<file path="src/rtl/uart_tx_fifo_if.sv">
// UART transmit handshake between the byte FIFO (master) and the UART transmitter (slave).
// The master drives a one-clk write pulse with data; the slave reports busy.
interface uart_tx_fifo_if;
  logic       uart_wr;
  logic [7:0] uart_data;
  logic       uart_busy;

  modport master (output uart_wr, output uart_data, input uart_busy);
  modport slave  (input uart_wr, input uart_data, output uart_busy);
endinterface

</file>
<file path="src/rtl/uart_tx_fifo.sv">
// Byte FIFO from the Z80 OUT decode to the UART transmitter, drained over the wr/busy handshake.
// Optional sticky overflow flag is compiled in with `define UART_TXF_OVERFLOW_EN.
module uart_tx_fifo #(
  parameter int DEPTH_LOG2 = 4,
  parameter int BUSY_WAIT  = 3
) (
  input  logic                  clk,
  input  logic                  reset,
  input  logic                  cpu_wr,
  input  logic [7:0]            cpu_data,
  uart_tx_fifo_if.master        uart,
  output logic                  full,
  output logic                  empty,
  output logic [DEPTH_LOG2:0]   count,
  output logic                  overflow,
  input  logic                  ovf_clr
);

  localparam int DEPTH = 1 << DEPTH_LOG2;
  localparam int TW    = (BUSY_WAIT < 1) ? 1 : $clog2(BUSY_WAIT + 1);
  localparam logic [DEPTH_LOG2:0] FULL_COUNT = (DEPTH_LOG2 + 1)'(DEPTH);
  localparam logic [TW-1:0]       TIMER_MAX  = TW'(BUSY_WAIT);

  localparam logic [1:0] IDLE    = 2'd0;
  localparam logic [1:0] ISSUE   = 2'd1;
  localparam logic [1:0] WAIT_HI = 2'd2;
  localparam logic [1:0] WAIT_LO = 2'd3;

  logic [7:0]            mem [DEPTH];
  logic [DEPTH_LOG2-1:0] wrPtr;
  logic [DEPTH_LOG2-1:0] rdPtr;
  logic [DEPTH_LOG2:0]   countNext;
  logic [1:0]            state;
  logic [TW-1:0]         timer;
  logic                  wrQ;
  logic                  pushReq;
  logic                  doPush;
  logic                  doPop;

  // The strobe is a multi-cycle level; only its rising edge is a push.
  // full is the registered pre-pop value, so a push into a full FIFO drops even if a pop happens too.
  assign pushReq = cpu_wr & ~wrQ;
  assign doPush  = pushReq & ~full;
  assign doPop   = (state == IDLE) & ~empty & ~uart.uart_busy;

  // NOTE: every combinational output gets a default first, so no path leaves it unassigned (no latch).
  always_comb begin
    countNext = count;
    if (doPush && !doPop)
      countNext = count + (DEPTH_LOG2 + 1)'(1);
    else if (!doPush && doPop)
      countNext = count - (DEPTH_LOG2 + 1)'(1);
  end

  // NOTE: storage is not reset; occupancy is tracked by pointers and count, so stale bytes are never read.
  always_ff @(posedge clk) begin
    if (doPush)
      mem[wrPtr] <= cpu_data;
  end

  // NOTE: sequential state uses non-blocking assignments so every register samples pre-edge values.
  always_ff @(posedge clk) begin
    if (reset) begin
      wrQ            <= 1'b0;
      wrPtr          <= '0;
      rdPtr          <= '0;
      count          <= '0;
      full           <= 1'b0;
      empty          <= 1'b1;
      state          <= IDLE;
      timer          <= '0;
      uart.uart_wr   <= 1'b0;
      uart.uart_data <= 8'h00;
    end else begin
      wrQ   <= cpu_wr;
      count <= countNext;
      full  <= (countNext == FULL_COUNT);
      empty <= (countNext == '0);
      if (doPush)
        wrPtr <= wrPtr + DEPTH_LOG2'(1);

      uart.uart_wr <= 1'b0;
      case (state)
        IDLE: begin
          if (doPop) begin
            uart.uart_data <= mem[rdPtr];
            uart.uart_wr   <= 1'b1;
            rdPtr          <= rdPtr + DEPTH_LOG2'(1);
            state          <= ISSUE;
          end
        end
        ISSUE: begin
          timer <= '0;
          state <= WAIT_HI;
        end
        WAIT_HI: begin
          // A UART that finishes before busy is seen must not stall the drain.
          if (uart.uart_busy)
            state <= WAIT_LO;
          else if (timer == TIMER_MAX)
            state <= IDLE;
          else
            timer <= timer + TW'(1);
        end
        WAIT_LO: begin
          if (!uart.uart_busy)
            state <= IDLE;
        end
        default: state <= IDLE;
      endcase
    end
  end

`ifdef UART_TXF_OVERFLOW_EN
  // Set has priority over a simultaneous clear so no dropped byte goes unreported.
  always_ff @(posedge clk) begin
    if (reset)
      overflow <= 1'b0;
    else if (pushReq && full)
      overflow <= 1'b1;
    else if (ovf_clr)
      overflow <= 1'b0;
  end
`else
  logic unusedOvfClr;
  assign unusedOvfClr = ovf_clr;
  assign overflow     = 1'b0;
`endif

endmodule
</file>
<file path="src/flat_wrapper.sv">
// flat-port wrapper written by rule: the top's interface ports become plain ports
module uart_tx_fifo_flat 
#(
  parameter int DEPTH_LOG2 = 4,
  parameter int BUSY_WAIT  = 3
)
  (clk, reset, cpu_wr, cpu_data, full, empty, count, overflow, ovf_clr, uart_uart_wr, uart_uart_data, uart_uart_busy);
  uart_tx_fifo_if uart_i ();
  input  logic clk;
  input  logic reset;
  input  logic cpu_wr;
  input  logic [7:0] cpu_data;
  output logic full;
  output logic empty;
  output logic [DEPTH_LOG2:0] count;
  output logic overflow;
  input  logic ovf_clr;
  output wire logic [$bits(uart_i.uart_wr)-1:0] uart_uart_wr;
  output wire logic [$bits(uart_i.uart_data)-1:0] uart_uart_data;
  input wire logic [$bits(uart_i.uart_busy)-1:0] uart_uart_busy;
  assign uart_uart_wr = uart_i.uart_wr;
  assign uart_uart_data = uart_i.uart_data;
  assign uart_i.uart_busy = uart_uart_busy;
  uart_tx_fifo #(.DEPTH_LOG2(DEPTH_LOG2), .BUSY_WAIT(BUSY_WAIT)) u_core (.clk(clk), .reset(reset), .cpu_wr(cpu_wr), .cpu_data(cpu_data), .uart(uart_i), .full(full), .empty(empty), .count(count), .overflow(overflow), .ovf_clr(ovf_clr));
endmodule
</file>
<file path="config.mk">
export PLATFORM = sky130hd
export DESIGN_NAME = uart_tx_fifo_flat
export DESIGN_NICKNAME = d
export VERILOG_FILES = /design/src/rtl/uart_tx_fifo_if.sv /design/src/rtl/uart_tx_fifo.sv /design/src/flat_wrapper.sv
export SDC_FILE = /design/constraint.sdc
export NUM_CORES = 1
export LEC_CHECK = 0
export ABC_AREA = 1
export ABC_CLOCK_PERIOD_IN_PS = 1700
export CORE_UTILIZATION = 35
export DETAILED_ROUTE_END_ITERATION = 8
export DONT_BUFFER_PORTS = 1
export PLACE_DENSITY = 0.58
export SYNTH_ARGS = -nofsm -noshare
export SYNTH_HDL_FRONTEND = slang
export SYNTH_SLANG_ARGS = --single-unit
</file>
<file path="constraint.sdc">
create_clock -name clk -period 1.7 [get_ports clk]
set_input_delay 0.255 -clock clk [delete_from_list [all_inputs] [get_ports clk]]
set_output_delay 0.255 -clock clk [all_outputs]
set_load 0.02 [all_outputs]
</file>
==> metrics.txt <==
post-synthesis register bit count=157; non-filler cells, final=936; IO Count=30; Final WS setup=0.1209 ns; Synth Area in Adders=1.480%; post-DP HPWL=9427 µm; WHS=0.09967 ns; Critical Path Most Common Cell=nor2_1; port bufs=0; overall die width=141.0 µm; CTS clk-pin slew, worst paths=0.06 ns; core area=18830 µm²; RR Startpoint=u_core.full$_SDFF_PP0_; CP Capture Type=flop; Pint=7832 µW; initial antenna violation count=1; unrepaired setup endpoints after global routing=no; Synth Area in XOR/XNOR=0.1295%; Clk pwr share=38.0%; vias post-DR=4456; Net Sw Frac=28.41%; final period utilization=92.89%; CP bufs+invs=3; worst slew pin tran=0.7719 ns; Post-CTS Setup Bufs=0; CP cell instances=dlygate4sd3_1 -> inv_1 -> nor2_1 -> nand2_2 -> nor2_1 -> nand2_1 -> nor2_1 -> buf_4; clock sinks=157; Required @ worst endpoint=1.82 ns; fin crit period=1.579 ns; Initial DRT Pass Iterations=5; Synth Warn #=0; post-synthesis compound-gate area fraction=9.750%; CTS tree=yes; Setup TNS=0 ns; P_sw=3108 µW; post-synthesis mux area share=0%; pre-CTS WS=0.1942 ns; status=finished, final reports clean; antenna-violating nets left=0; Layout area overhead=17.52%; Top Family by Delay on Critical Path=buffers and inverters; R2R cell count=11; Synth Instances=634; power share of the sequential group=42.6%; routed len/inst=15.45 µm; Critical Path Max Stage Delay=0.53 ns; Peak Freq=633.3 MHz; drt initial violations=414; Num CTS Buffers=17; largest net degree at the start of global routing=45; critical path type=in -> reg; Nets=683; Unique masters post-synth=29; Syn Area/Cell=10.67 µm²; MaxCap Viol Count=0; clk buf depth=2; first-pass GRT wire length=23330 µm; Critical path origin=cpu_wr; worst setup path endpoint=u_core.mem[3][6]$_DFFE_PP_; r2r endpoint=u_core.full$_SDFF_PP0_; Hold WC Path Type=in -> reg; Final Setup Violations=0; placed instance count=893; Initial Util=35.91%; via count of the first global-routing pass=4441; die area=19880 µm²; DR DRC count=0; critical path depth=8; Die Height=141.0 µm; final slew viol count=0; Mapped Nets=655; Worst Setup Start Kind=input pin; Hold Vio Cnt, Final=0; slowest CP cell=dlygate4sd3_1; vias per inst=4.761; Max VDD drop=696.8 µV; Total Routing Usage GR=15.77%; share of layout cells above drive strength 1=11.26%; reg2reg setup slack=0.16 ns; hold depth=3; Logic pwr share=19.4%; crit path max fanout=8; register area share after synthesis=65.42%; gr ovfl total=0; Skew-Pair Late Insertion Delay=0.42 ns; Root Driver=clkbuf_16; Total Wirelength=14460 µm; fraction of the mapped netlist area in simple logic gates=14.95%; Clock Skew=0.008910 ns; main combinational cell family by area after synthesis=simple AND/OR/NAND/NOR gates; Relative slew margins=48.37%; Design Power=10940 µW; Leak=0.002967 µW; GPL Wtd Cong=0.8273; Worst EP arrival=1.70 ns; Pwr Density=1377 nW/µm²; synthesized area=6763 µm²; Rows=50; H-Tree Depth=4
## metrics by stage
step | util [%] | instance area, µm²
2_1_floorplan | - | 6763
3_3_place_gp | 38.20 | 7193
3_5_place_dp | 38.20 | 7193
4_1_cts | 42.19 | 7945
5_1_grt | 42.19 | 7945
6_report | 42.21 | 7948
## what timing repair did
item                                   in CTS  in global routing
endpoints found under the hold margin     145                  0
gates resized for setup                     0                  0
hold buffers                               10                  0
## worst reg2reg max path, stage by stage, from the launching register on
cell and delay (ns):
dfxtp_1 0.47, inv_2 0.08, nand2_2 0.09, nor2_4 0.05
buf_4 0.17, nand2_4 0.09, nand2_1 0.06, nand2_1 0.09
nand2_1 0.07, nor2_2 0.13, nand2_1 0.07, nor2_1 0.10
## power by group through the flow
| stage | Combinational, µW | Sequential (µW) | Clock [µW] |
|---|---|---|---|
| 4_1_cts | 2150 | 4660 | 4220 |
| 5_1_grt | 2430 | 4690 | 4380 |
| 2_1_floorplan | 1560 | 4700 | 0 |
| 3_5_place_dp | 2060 | 4750 | 0 |
| 3_3_place_gp | 1980 | 4740 | 0 |
| 6_report | 2120 | 4660 | 4160 |
## metal layers
metal | global-route usage, % | vias up | wire length, µm
li1 | - | 2221 | -
met3 | 4.076 | 14 | 617
met4 | 5.435 | 0 | 175
met2 | 25.09 | 87 | 6751
met5 | 0 | - | 0
met1 | 20.89 | 2134 | 6919
## synthesized netlist by cell type
cell type  count  share of area [%]
a21oi_1       38                2.8
nand2_2        3               0.28
edfxtp_1     128                 57
buf_4         11                1.2
clkbuf_1       7               0.39
nor3_1         2               0.15
a31oi_1        1              0.093
inv_1         92                5.1
nand3_1       72                5.3
dfxtp_1       29                8.6
nand3_2        1               0.15
clkinv_1       2               0.11
nor4_1         1              0.093
o211ai_1      41                4.6
nand2_1       94                5.2
ha_1           8                1.5
buf_1          2               0.11
buf_2          9               0.67
inv_2          2               0.11
nand3b_1       1               0.11
o21ai_0       31                2.3
conb_1         1              0.055
xor2_1         1               0.13
nand2_4        2               0.33
nor2_1        45                2.5
nor2_4         2               0.33
nand4_1        1              0.093
buf_6          3               0.50
nor2_2         4               0.37
## cell type report
class                   instances  area (µm²)
fillers                      1739       10880
flip-flops and latches        157        4429
multi-input cells             349        1783
clock buffers                  22       464.2
repair buffers                 41       395.4
inverters                      96       360.3
well taps                     260       325.3
clock inverters                10       187.7
diodes                          1       2.502
## state kept, by name, indices dropped and copies added (netlist names)
register	count
u_core.state	2
u_core.wrQ	1
u_core.full	1
u_core.uart.uart_data	8
u_core.wrPtr	4
u_core.uart.uart_wr	1
u_core.empty	1
u_core.count	5
u_core.rdPtr	4
u_core.mem	128
u_core.timer	2
## placed cells by master, fill, tap and decap left out, types with 2 or more instances in the layout
cell type / netlist / routed
a21oi_1: 38 / 38
buf_12: 0 / 5
buf_4: 11 / 26
bufinv_16: 0 / 5
clkbuf_1: 7 / 3
clkbuf_16: 0 / 17
clkbuf_8: 0 / 2
clkinv_1: 2 / 2
clkinvlp_4: 0 / 5
dfxtp_1: 29 / 27
dlygate4sd3_1: 0 / 10
edfxtp_1: 128 / 128
ha_1: 8 / 8
inv_1: 92 / 92
inv_2: 2 / 2
nand2_1: 94 / 94
nand2_2: 3 / 3
nand2_4: 2 / 2
nand3_1: 72 / 72
nor2_1: 45 / 45
nor2_2: 4 / 4
nor2_4: 2 / 2
nor3_1: 2 / 2
o211ai_1: 41 / 41
o21ai_0: 31 / 31
## worst min-delay path by stage
stage,start,endpoint,slack [ns]
after floorplan,cpu_data[0],u_core.mem[0][0]$_DFFE_PP_,0.35
after global placement,reset,u_core.count[3]$_SDFF_PP0_,0.33
after detailed placement,reset,u_core.wrPtr[2]$_SDFFE_PP0P_,0.33
after CTS,uart_uart_busy,u_core.state[0]$_SDFFE_PP0P_,0.09
after global routing,uart_uart_busy,u_core.state[0]$_SDFFE_PP0P_,0.1
final,uart_uart_busy,u_core.state[0]$_SDFFE_PP0P_,0.1
## cell families after synthesis
group / after synthesis
simple gates: 228
flops: 157
buf+inv: 128
compound gates: 111
fa+ha+maj: 8
xor+xnor: 1
other cells: 1
No activity file was read; power rests on OpenSTA's default activity.
